<file path="config.mk">
export PLATFORM = sky130hd
export DESIGN_NAME = mc6502_trace_capture
export DESIGN_NICKNAME = d
export VERILOG_FILES = /design/src/rtl/mc6502_trace_capture_pkg.sv /design/src/rtl/mc6502_trace_fifo.sv /design/src/rtl/mc6502_trace_capture.sv
export SDC_FILE = /design/constraint.sdc
export NUM_CORES = 1
export LEC_CHECK = 0
export BUFFER_PORTS_ARGS = -buffer_cell sky130_fd_sc_hd__buf_2
export CAP_MARGIN = 20
export CORE_MARGIN = 4
export CORE_UTILIZATION = 25
export CTS_CLUSTER_SIZE = 14
export DETAILED_ROUTE_END_ITERATION = 10
export GPL_TIMING_DRIVEN = 0
export HOLD_SLACK_MARGIN = 0.05
export MAX_ROUTING_LAYER = met4
export PLACE_DENSITY = 0.51
export SKIP_CTS_REPAIR_TIMING = 1
export SLEW_MARGIN = 20
export SYNTH_ARGS = -nofsm -noshare
export SYNTH_HDL_FRONTEND = slang
export SYNTH_HIERARCHICAL = 1
export SYNTH_SLANG_ARGS = --single-unit
</file>
<file path="constraint.sdc">
create_clock -name clk_1mhz -period 6.6 [get_ports clk_1mhz]
set_input_delay 0.33 -clock clk_1mhz [delete_from_list [all_inputs] [get_ports clk_1mhz]]
set_output_delay 0.33 -clock clk_1mhz [all_outputs]
set_load 0.02 [all_outputs]
</file>
<file path="src/rtl/mc6502_trace_capture_pkg.sv">
`default_nettype none
// +----------------------------------------------------------------------+
// | Module   : mc6502_trace_capture_pkg                                  |
// | Purpose  : Shared types and constants for the MC6502 bus-trace       |
// |            capture stage (state encoding, record layout, helpers).   |
// | Revision : 1.0 - initial release                                     |
// +----------------------------------------------------------------------+
package mc6502_trace_capture_pkg;

  // Capture FSM encoding; the numeric values are exported on o_state.
  typedef enum logic [1:0] {
    ST_IDLE    = 2'b00,
    ST_ARMED   = 2'b01,
    ST_TRACING = 2'b10,
    ST_STOPPED = 2'b11
  } trace_state_e;

  // One record per opcode fetch. Field order fixes the o_data bit layout:
  // pc [39:24], opcode [23:16], prev_len [15:8], prev_wr [7:0].
  typedef struct packed {
    logic [15:0] pc;
    logic [7:0]  opcode;
    logic [7:0]  prev_len;
    logic [7:0]  prev_wr;
  } trace_rec_t;

  localparam int         c_rec_w   = $bits(trace_rec_t);
  localparam logic [7:0] c_halt_op = 8'hFF;

  // Increment an 8-bit cycle counter when en is set, holding at 255.
  function automatic logic [7:0] sat_inc(input logic [7:0] v, input logic en);
    return (en && (v != 8'hFF)) ? (v + 8'd1) : v;
  endfunction

endpackage
`default_nettype wire

</file>
<file path="src/rtl/mc6502_trace_fifo.sv">
`default_nettype none
// +----------------------------------------------------------------------+
// | Module   : mc6502_trace_fifo                                         |
// | Purpose  : Synchronous FIFO holding trace records. A push on a full  |
// |            FIFO is accepted only when a pop happens on the same edge.|
// | Revision : 1.0 - initial release                                     |
// +----------------------------------------------------------------------+
module mc6502_trace_fifo #(
  parameter int WIDTH      = 40,
  parameter int DEPTH_LOG2 = 4
) (
  input  logic                  clk_1mhz,
  input  logic                  rst_x,
  input  logic                  i_clear,
  input  logic                  i_push,
  input  logic [WIDTH-1:0]      i_wdata,
  input  logic                  i_pop,
  output logic [WIDTH-1:0]      o_rdata,
  output logic                  o_full,
  output logic                  o_empty,
  output logic [DEPTH_LOG2:0]   o_count
);

  localparam int                  c_depth      = 1 << DEPTH_LOG2;
  localparam logic [DEPTH_LOG2:0] c_full_count = {1'b1, {DEPTH_LOG2{1'b0}}};

  logic [WIDTH-1:0]      mem_q [c_depth];
  logic [DEPTH_LOG2-1:0] wr_ptr_q, wr_ptr_d;
  logic [DEPTH_LOG2-1:0] rd_ptr_q, rd_ptr_d;
  logic [DEPTH_LOG2:0]   count_q, count_d;
  logic                  w_push_ok;
  logic                  w_pop_ok;

  // The pointers alone cannot tell empty from full, so the count decides.
  assign o_full  = (count_q == c_full_count);
  assign o_empty = (count_q == '0);
  assign o_count = count_q;
  assign o_rdata = mem_q[rd_ptr_q];

  assign w_pop_ok  = i_pop & ~o_empty & ~i_clear;
  assign w_push_ok = i_push & ~i_clear & (~o_full | w_pop_ok);

  // Next pointer/count values; clear flushes regardless of push/pop.
  always_comb begin
    wr_ptr_d = wr_ptr_q;
    rd_ptr_d = rd_ptr_q;
    count_d  = count_q;
    if (i_clear) begin
      wr_ptr_d = '0;
      rd_ptr_d = '0;
      count_d  = '0;
    end else begin
      if (w_push_ok) wr_ptr_d = wr_ptr_q + DEPTH_LOG2'(1);
      if (w_pop_ok)  rd_ptr_d = rd_ptr_q + DEPTH_LOG2'(1);
      count_d = count_q + {{DEPTH_LOG2{1'b0}}, w_push_ok}
                        - {{DEPTH_LOG2{1'b0}}, w_pop_ok};
    end
  end

  // Pointer and occupancy registers.
  always_ff @(posedge clk_1mhz or negedge rst_x) begin
    if (!rst_x) begin
      wr_ptr_q <= '0;
      rd_ptr_q <= '0;
      count_q  <= '0;
    end else begin
      wr_ptr_q <= wr_ptr_d;
      rd_ptr_q <= rd_ptr_d;
      count_q  <= count_d;
    end
  end

  // Record storage; contents are only observed while the count is non-zero.
  always_ff @(posedge clk_1mhz) begin
    if (w_push_ok) mem_q[wr_ptr_q] <= i_wdata;
  end

endmodule
`default_nettype wire

</file>
<file path="src/rtl/mc6502_trace_capture.sv">
`default_nettype none
// +----------------------------------------------------------------------+
// | Module   : mc6502_trace_capture                                      |
// | Purpose  : Snoops the MC6502 bus and queues one record per opcode    |
// |            fetch; flags halt ($FF), self-loop and FIFO overflow.     |
// | Revision : 1.0 - initial release                                     |
// +----------------------------------------------------------------------+
module mc6502_trace_capture
  import mc6502_trace_capture_pkg::*;
#(
  parameter int DEPTH_LOG2   = 4,
  parameter bit STOP_ON_FULL = 1'b0
) (
  input  logic        clk_1mhz,
  input  logic        rst_x,
  input  logic        i_enable,
  input  logic        i_clear,
  input  logic        i_sync,
  input  logic        i_rw,
  input  logic [15:0] i_ab,
  input  logic [7:0]  i_db,
  output logic        o_valid,
  output logic [39:0] o_data,
  input  logic        i_ready,
  output logic        o_halt,
  output logic        o_loop,
  output logic        o_overflow,
  output logic [1:0]  o_state
);

  trace_state_e        state_q, state_d;
  logic [7:0]          len_q, len_d;
  logic [7:0]          wr_q, wr_d;
  logic [15:0]         last_pc_q, last_pc_d;
  logic                halt_q, halt_d;
  logic                loop_q, loop_d;
  logic                ovf_q, ovf_d;

  logic                w_fetch;
  logic                w_first;
  logic                w_pop;
  logic                w_drop;
  logic                w_full;
  logic                w_empty;
  logic [DEPTH_LOG2:0] w_count;
  logic [c_rec_w-1:0]  w_rdata;
  trace_rec_t          w_rec;

  // A fetch only counts while capturing; disable and clear both win over it.
  assign w_fetch = i_sync & i_enable & ~i_clear &
                   ((state_q == ST_ARMED) | (state_q == ST_TRACING));
  assign w_first = (state_q == ST_ARMED);
  assign w_pop   = o_valid & i_ready;
  assign w_drop  = w_fetch & w_full & ~w_pop;

  // The first record after arming has no preceding window to report.
  assign w_rec = '{pc:       i_ab,
                   opcode:   i_db,
                   prev_len: w_first ? 8'h00 : len_q,
                   prev_wr:  w_first ? 8'h00 : wr_q};

  mc6502_trace_fifo #(
    .WIDTH      (c_rec_w),
    .DEPTH_LOG2 (DEPTH_LOG2)
  ) u_fifo (
    .clk_1mhz (clk_1mhz),
    .rst_x    (rst_x),
    .i_clear  (i_clear),
    .i_push   (w_fetch & ~w_drop),
    .i_wdata  (w_rec),
    .i_pop    (w_pop),
    .o_rdata  (w_rdata),
    .o_full   (w_full),
    .o_empty  (w_empty),
    .o_count  (w_count)
  );

  assign o_valid    = (w_count != '0);
  assign o_data     = w_empty ? '0 : w_rdata;
  assign o_halt     = halt_q;
  assign o_loop     = loop_q;
  assign o_overflow = ovf_q;
  assign o_state    = state_q;

  // Next-state logic for the FSM, the window counters, last PC and flags.
  always_comb begin
    state_d   = state_q;
    len_d     = len_q;
    wr_d      = wr_q;
    last_pc_d = last_pc_q;
    halt_d    = halt_q;
    loop_d    = loop_q;
    ovf_d     = ovf_q;

    if (i_clear) begin
      state_d   = i_enable ? ST_ARMED : ST_IDLE;
      len_d     = 8'h00;
      wr_d      = 8'h00;
      last_pc_d = 16'h0000;
      halt_d    = 1'b0;
      loop_d    = 1'b0;
      ovf_d     = 1'b0;
    end else begin
      // The fetch cycle itself opens the next measurement window.
      if (w_fetch) begin
        len_d     = 8'h01;
        wr_d      = {7'b0, ~i_rw};
        last_pc_d = i_ab;
      end else begin
        len_d = sat_inc(len_q, 1'b1);
        wr_d  = sat_inc(wr_q, ~i_rw);
      end

      if (w_drop) ovf_d = 1'b1;

      case (state_q)
        ST_IDLE: begin
          if (i_enable) state_d = ST_ARMED;
        end
        ST_ARMED: begin
          if (!i_enable)   state_d = ST_IDLE;
          else if (w_fetch) state_d = ST_TRACING;
        end
        ST_TRACING: begin
          if (!i_enable) begin
            state_d = ST_IDLE;
          end else if (w_fetch) begin
            if (i_db == c_halt_op) begin
              halt_d  = 1'b1;
              state_d = ST_STOPPED;
            end
            if (i_ab == last_pc_q) begin
              loop_d  = 1'b1;
              state_d = ST_STOPPED;
            end
            if (STOP_ON_FULL && w_drop) state_d = ST_STOPPED;
          end
        end
        ST_STOPPED: begin
          if (!i_enable) state_d = ST_IDLE;
        end
        default: state_d = ST_IDLE;
      endcase
    end
  end

  // State, counter and flag registers.
  always_ff @(posedge clk_1mhz or negedge rst_x) begin
    if (!rst_x) begin
      state_q   <= ST_IDLE;
      len_q     <= 8'h00;
      wr_q      <= 8'h00;
      last_pc_q <= 16'h0000;
      halt_q    <= 1'b0;
      loop_q    <= 1'b0;
      ovf_q     <= 1'b0;
    end else begin
      state_q   <= state_d;
      len_q     <= len_d;
      wr_q      <= wr_d;
      last_pc_q <= last_pc_d;
      halt_q    <= halt_d;
      loop_q    <= loop_d;
      ovf_q     <= ovf_d;
    end
  end

endmodule
`default_nettype wire

</file>
* After elaboration in Yosys (flattened, before gate mapping)
Memories as Yosys holds them, arrays and structs flattened.
Cells that the tools add are included.
** Word-level totals
- Memories kept :: 1
- Output and inout bits :: 46
- Word-level logic and storage cells :: 107
- Register bits after elaboration :: 50
- Memory bits (writable) :: 640
** Cells by class
- Muxes and demuxes :: 41
- Equal/unequal tests :: 13
- Bitwise gates (word level) :: 19
- Reduce and logical (&&, ||, !) cells :: 17
- Add/sub/neg operators :: 6
** Memories
- u_fifo.mem_q :: depth 16, bits a word 40, read ports 1, clocked after memory_dff 0, wr ports 1, RTL line mc6502_trace_fifo.sv:27 : logic [WIDTH-1:0] mem_q [c_depth];
** Operators by type and width (count)
- 2-to-1 mux 8 bit :: 8
- 2-to-1 mux 40 bit :: 1
- 2-to-1 mux 16 bit :: 2
- 2-to-1 mux 2 bit :: 9
- adder 8 x 1 -> 8 bit, second input constant :: 2
- == test 16 bit :: 1
- 2-to-1 mux 4 bit :: 4
- != test 8 bit, second input constant :: 2
- nonzero test 2 bit :: 8
- 2-to-1 mux 1 bit :: 15
- AND 1 bit :: 11
- adder 4 x 1 -> 4 bit, second input constant :: 2
- == test 8 bit, second input constant :: 1
- != test 4 bit, second input constant :: 2
- one-hot mux 2 bit (4 select lines) :: 1
- AND reduction 4 bit :: 2
- != test 3 bit, second input constant :: 2
- NOT 1 bit :: 6
- nonzero test 3 bit :: 2
- adder 5 x 1 -> 5 bit :: 1
- == test 5 bit, second input constant :: 1
- zero test 5 bit :: 1
- 2-to-1 mux 5 bit :: 1
- != test 5 x 3 -> 1 bit, second input constant :: 1
- other kinds (8) :: 10

* Longest topological paths before layout
- Depth in word-level cells :: 12
- Gate-level depth with buffers :: 14
- Depth with buffers taken out :: 14

* Modules after synthesis
The synthesis kept the hierarchy.
** Modules (own cells, without submodules)
- mc6502_trace_fifo :: area an instance 25290.5 um^2, times used 1, seq. area each 19543.7 um^2, cells an instance 1253
- mc6502_trace_capture :: area an instance 2382.3 um^2, times used 1, seq. area each 925.9 um^2, cells an instance 275

* Least setup slack after synthesis
No wires, ideal clock.
- Kind :: register -> register
- Start point :: register state_q[0], in the netlist o_state[0]
- End point :: memory u_fifo.mem_q[0][0] (enable)
- Data required time :: 6.113 ns
- Cell stages (with the launch flop) :: 10
- Path buffers :: 1
- Slack :: 1.235 ns
- Arrival :: 4.878 ns
- Setup time :: 0.487 ns
- Cells stage by stage :: dfrtp_1 > inv_1 > ha_1 > nand3_1 > buf_2 > a21oi_1 > inv_1 > a211oi_1 > nand2_1 > nor3_1
** On the way
- Word-level cells in the longest chain between the ends :: 11
- Elaborated cells between the ends (all ways) :: 12
- Classes of those cells :: 2 x eq/ne; 2 x mux; 8 x bitwise
** Ends and longest elaborated chain
- start: declaration :: RTL line mc6502_trace_capture.sv:31 : trace_state_e state_q, state_d;
- start signal: assignment :: RTL line mc6502_trace_capture.sv:158 : state_q <= state_d;
- == test 2 x 1 -> 1 bit or == test 2 bit (tied branches) :: RTL line mc6502_trace_capture.sv:51 : ((state_q == ST_ARMED) | (state_q == ST_TRACING));
- bitwise OR 1 bit * :: RTL line mc6502_trace_capture.sv:51
- AND 1 bit * :: RTL line mc6502_trace_capture.sv:50 : assign w_fetch = i_sync & i_enable & ~i_clear &
- AND 1 bit (2 in a row) :: RTL line mc6502_trace_capture.sv:54 : assign w_drop = w_fetch & w_full & ~w_pop;
- NOT 1 bit :: RTL line mc6502_trace_capture.sv:69 : .i_push (w_fetch & ~w_drop),
- AND 1 bit * :: RTL line mc6502_trace_capture.sv:69
- AND 1 bit * (2 in a row) :: RTL line mc6502_trace_fifo.sv:41 : assign w_push_ok = i_push & ~i_clear & (~o_full | w_pop_ok);
- 2-to-1 mux 1 bit * :: RTL line mc6502_trace_fifo.sv:75 : if (w_push_ok) mem_q[wr_ptr_q] <= i_wdata;
- 2-to-1 mux 1 bit (not written as such) * :: RTL line mc6502_trace_fifo.sv:75
- end: declaration :: RTL line mc6502_trace_fifo.sv:27
Every way passes the cells marked *; elsewhere a longest branch is shown, timed or not.

* Final worst setup path
- Start point :: register state_q[0], in the netlist o_state[0]
- End point :: memory u_fifo.mem_q[0][20] (enable)
Same word-level chain as after synthesis.

==> summary.txt <==
Logic synthesis
  • Syn Nets: 1577
  • Syn. warnings: 6
  • Ys flop type: edfxtp_1
  • Post-synthesis cell count: 1528
  • EDFF count, synth: 640
  • Synth cell types: 50
  • Mean Syn Cell Area: 18.1 µm²
  • Seq/Total Area, Yosys: 74.0%
  • Synth Register Bits: 690
  • Post-Syn Area: 27700 µm²
  • FFs w/ async S/R, synth: 7.25%

Job
  • Max Cap Viol: 0

Detailed routing
  • Total number of vias: 15000
  • Drt pass-1 iters: 5
  • DRT Wirelength: 74.0 mm
  • WL/cell: 22.6 µm
  • Final ANT Viol Nets: 0
  • # DRC: 0
  • First-iteration detailed-routing DRC count: 1207
  • Vias/cell: 4.59

STA
  • Fin. max-slew vios: 0
  • Final hold violation count: 0
  • RSZ-0062 raised after global routing: no
  • Worst hold slack: 0.0926 ns
  • Final min period: 4.52 ns
  • Tcrit/Tclk final: 68.5%
  • Total negative slack: 0 ns
  • Worst slew pin tran: 1.13 ns
  • # setup viols final: 0
  • Max Fclk: 221 MHz
  • Slew Limit Headroom: 24.8%
  • Fin Clk Skew: 0.0267 ns

Floorplan
  • IO Pins: 77
  • Core area: 109000 µm²
  • Die H: 341 µm
  • Initial cell density of the core: 25.3%
  • Row Count: 121
  • Die Wd: 341 µm
  • Die Area: 116000 µm²

Setup path
  • Setup slack, reg-to-reg: 2.08 ns
  • Critical-path top delay cell: nor3_2
  • Max FO, Critical Path: 10
  • Crit-path cells: inv_1 > ha_1 > nand3_1 > buf_2 > a21oi_1 > inv_1 > a211oi_1 > nand2_1 > nor3_2 > buf_4 > buf_4 > buf_6
  • Crit Path Class: register to register
  • CP Data Arrival Time: 4.83 ns
  • Worst Setup End Kind: register
  • Worst setup SP type: register
  • CP max stage delay: 0.53 ns
  • Worst path required time: 6.91 ns

Cells and area
  • Final instance area: 33500 µm²
  • Commonest non-fill, non-tap cell in the layout: edfxtp_1
  • Filler cell count: 10700
  • Non-filler cells, final: 3280
  • Nets: 1789
  • Synth-to-layout area growth: 21.0%
  • Final core utilization: 30.6%
  • Most frequent cells in the layout: edfxtp_1, mux2i_1, buf_2
  • Share of post-route cells with drive strength above 1: 22.1%

Power
  • Worst vdd ir: 198 µV
  • Pwr Density: 338 nW/µm²
  • Static leakage: 10.9 nW

Clock tree
  • Worst skew pair latency: 0.61 ns
  • Root buffer cell: clkbuf_16
  • Clock sink count: 690
  • Clk buf depth: 3
  • Clock slew at reported path FFs: 0.06 ns
  • # H-tree levels: 3
  • CTS tree: built
  • CTS buffer count: 74

GRT
  • Global-route wire length before repair: 107 mm
  • Total congestion overflow: 0
  • Number of global-route vias before repair: 15300
  • Pin count of the biggest net entering global routing: 51
  • Overall fraction of global-route tracks in use: 12.9%
  • Initial antenna violation count: 8

Min path
  • Worst Hold Class: primary input to register

Status
  • Status: finished, final reports clean

Placed design
  • Post-DP Area: 31000 µm²
  • Buffers on Ports: 76
  • Placer Congestion: 0.767
  • Hpwl dp: 50.2 mm
  • Placed cells: 3138
## critical path: cells and delay by family, from the launching register on
kind / cells / cell delay, ns
flip-flops: 1 / 0.43
adder cells (fa/ha/maj): 1 / 0.37
AO/OA/AOI/OAI: 2 / 0.77
buffers and inverters: 6 / 1.35
AND/OR/NAND/NOR: 3 / 1.29
## worst paths after layout
check	startpoint	end	depth (start not counted)
worst max-delay path	o_state[0]	u_fifo/mem_q[0][20]	12
worst min-delay path	i_rw	wr_q[1]	4
worst max register to register	o_state[0]	u_fifo/mem_q[0][20]	12
worst min register to register	last_pc_q[2]	last_pc_q[2]	1
max in group asynchronous	rst_x	last_pc_q[6]	2
min in group asynchronous	rst_x	u_fifo/o_count[3]	2
## registers in the layout, indices dropped and copies added, names as in the netlist
signal,cells
last_pc_q,16
o_halt,1
o_overflow,1
wr_q,8
len_q,8
u_fifo/o_count,5
o_state,2
u_fifo/wr_ptr_q,4
o_loop,1
u_fifo/rd_ptr_q,4
u_fifo/mem_q,640
## cells by family after synthesis
logic type | synth area share (%)
DFF | 74.0
muxes | 12.5
and+or+nand+nor | 4.25
AOI/OAI and AO/OA | 5.57
buffers and inverters | 1.94
xor gates and xnor gates | 0.949
adders and majority gates | 0.841
## per-stage QoR
stage                     setup WS (ns)  total power, mW
after global placement            -3.61             7.25
after floorplan                    1.24             6.46
after detailed placement           2.23             7.28
final                              2.08             11.3
after CTS                          2.22             11.5
after global routing               1.89             11.8
## layout make-up
class                      instances  area [µm²]  area share, %
multi-input combinational        742        6790           20.3
timing repair buffer             136        1370           4.09
antenna                            4        10.0         0.0299
tap                             1476        1850           5.52
clock buffer                     100        2060           6.17
buffer                            81         479           1.43
clock inverter                    36         405           1.21
sequential                       690       20500           61.1
inverter                          15        56.3          0.168
## power by group
group          switching [mW]  internal (mW)
clock network            1.63           2.55
registers              0.0264           4.80
logic                    1.40          0.910
## cells in the mapped netlist, types with 3 or more instances
cell type	count	share of area (%)
dfrtp_1	50	4.5
buf_6	13	0.53
xnor2_1	23	0.73
nor3_1	7	0.13
a221oi_1	80	2.5
a22o_1	4	0.13
a21oi_1	23	0.42
a22oi_1	40	1.1
nor2b_1	58	1.3
buf_2	26	0.47
and3_1	4	0.090
mux2i_1	164	5.9
mux4_2	80	6.5
o21ai_0	49	0.89
a31oi_1	7	0.16
nand4_1	11	0.25
nand2_1	83	1.1
inv_1	15	0.20
buf_4	9	0.24
a211oi_1	3	0.081
xor2_1	7	0.22
clkbuf_1	32	0.43
or3_1	4	0.090
ha_1	17	0.77
nor2_1	45	0.61
edfxtp_1	640	69
nand3_1	7	0.13
## layer usage
metal | track usage (%) | share of wire, %
met1 | 16.9 | 44
met2 | 20.5 | 48
met3 | 2.55 | 6.0
met4 | 3.66 | 2.1
met5 | - | 0
(Power assumes the default switching activity.)
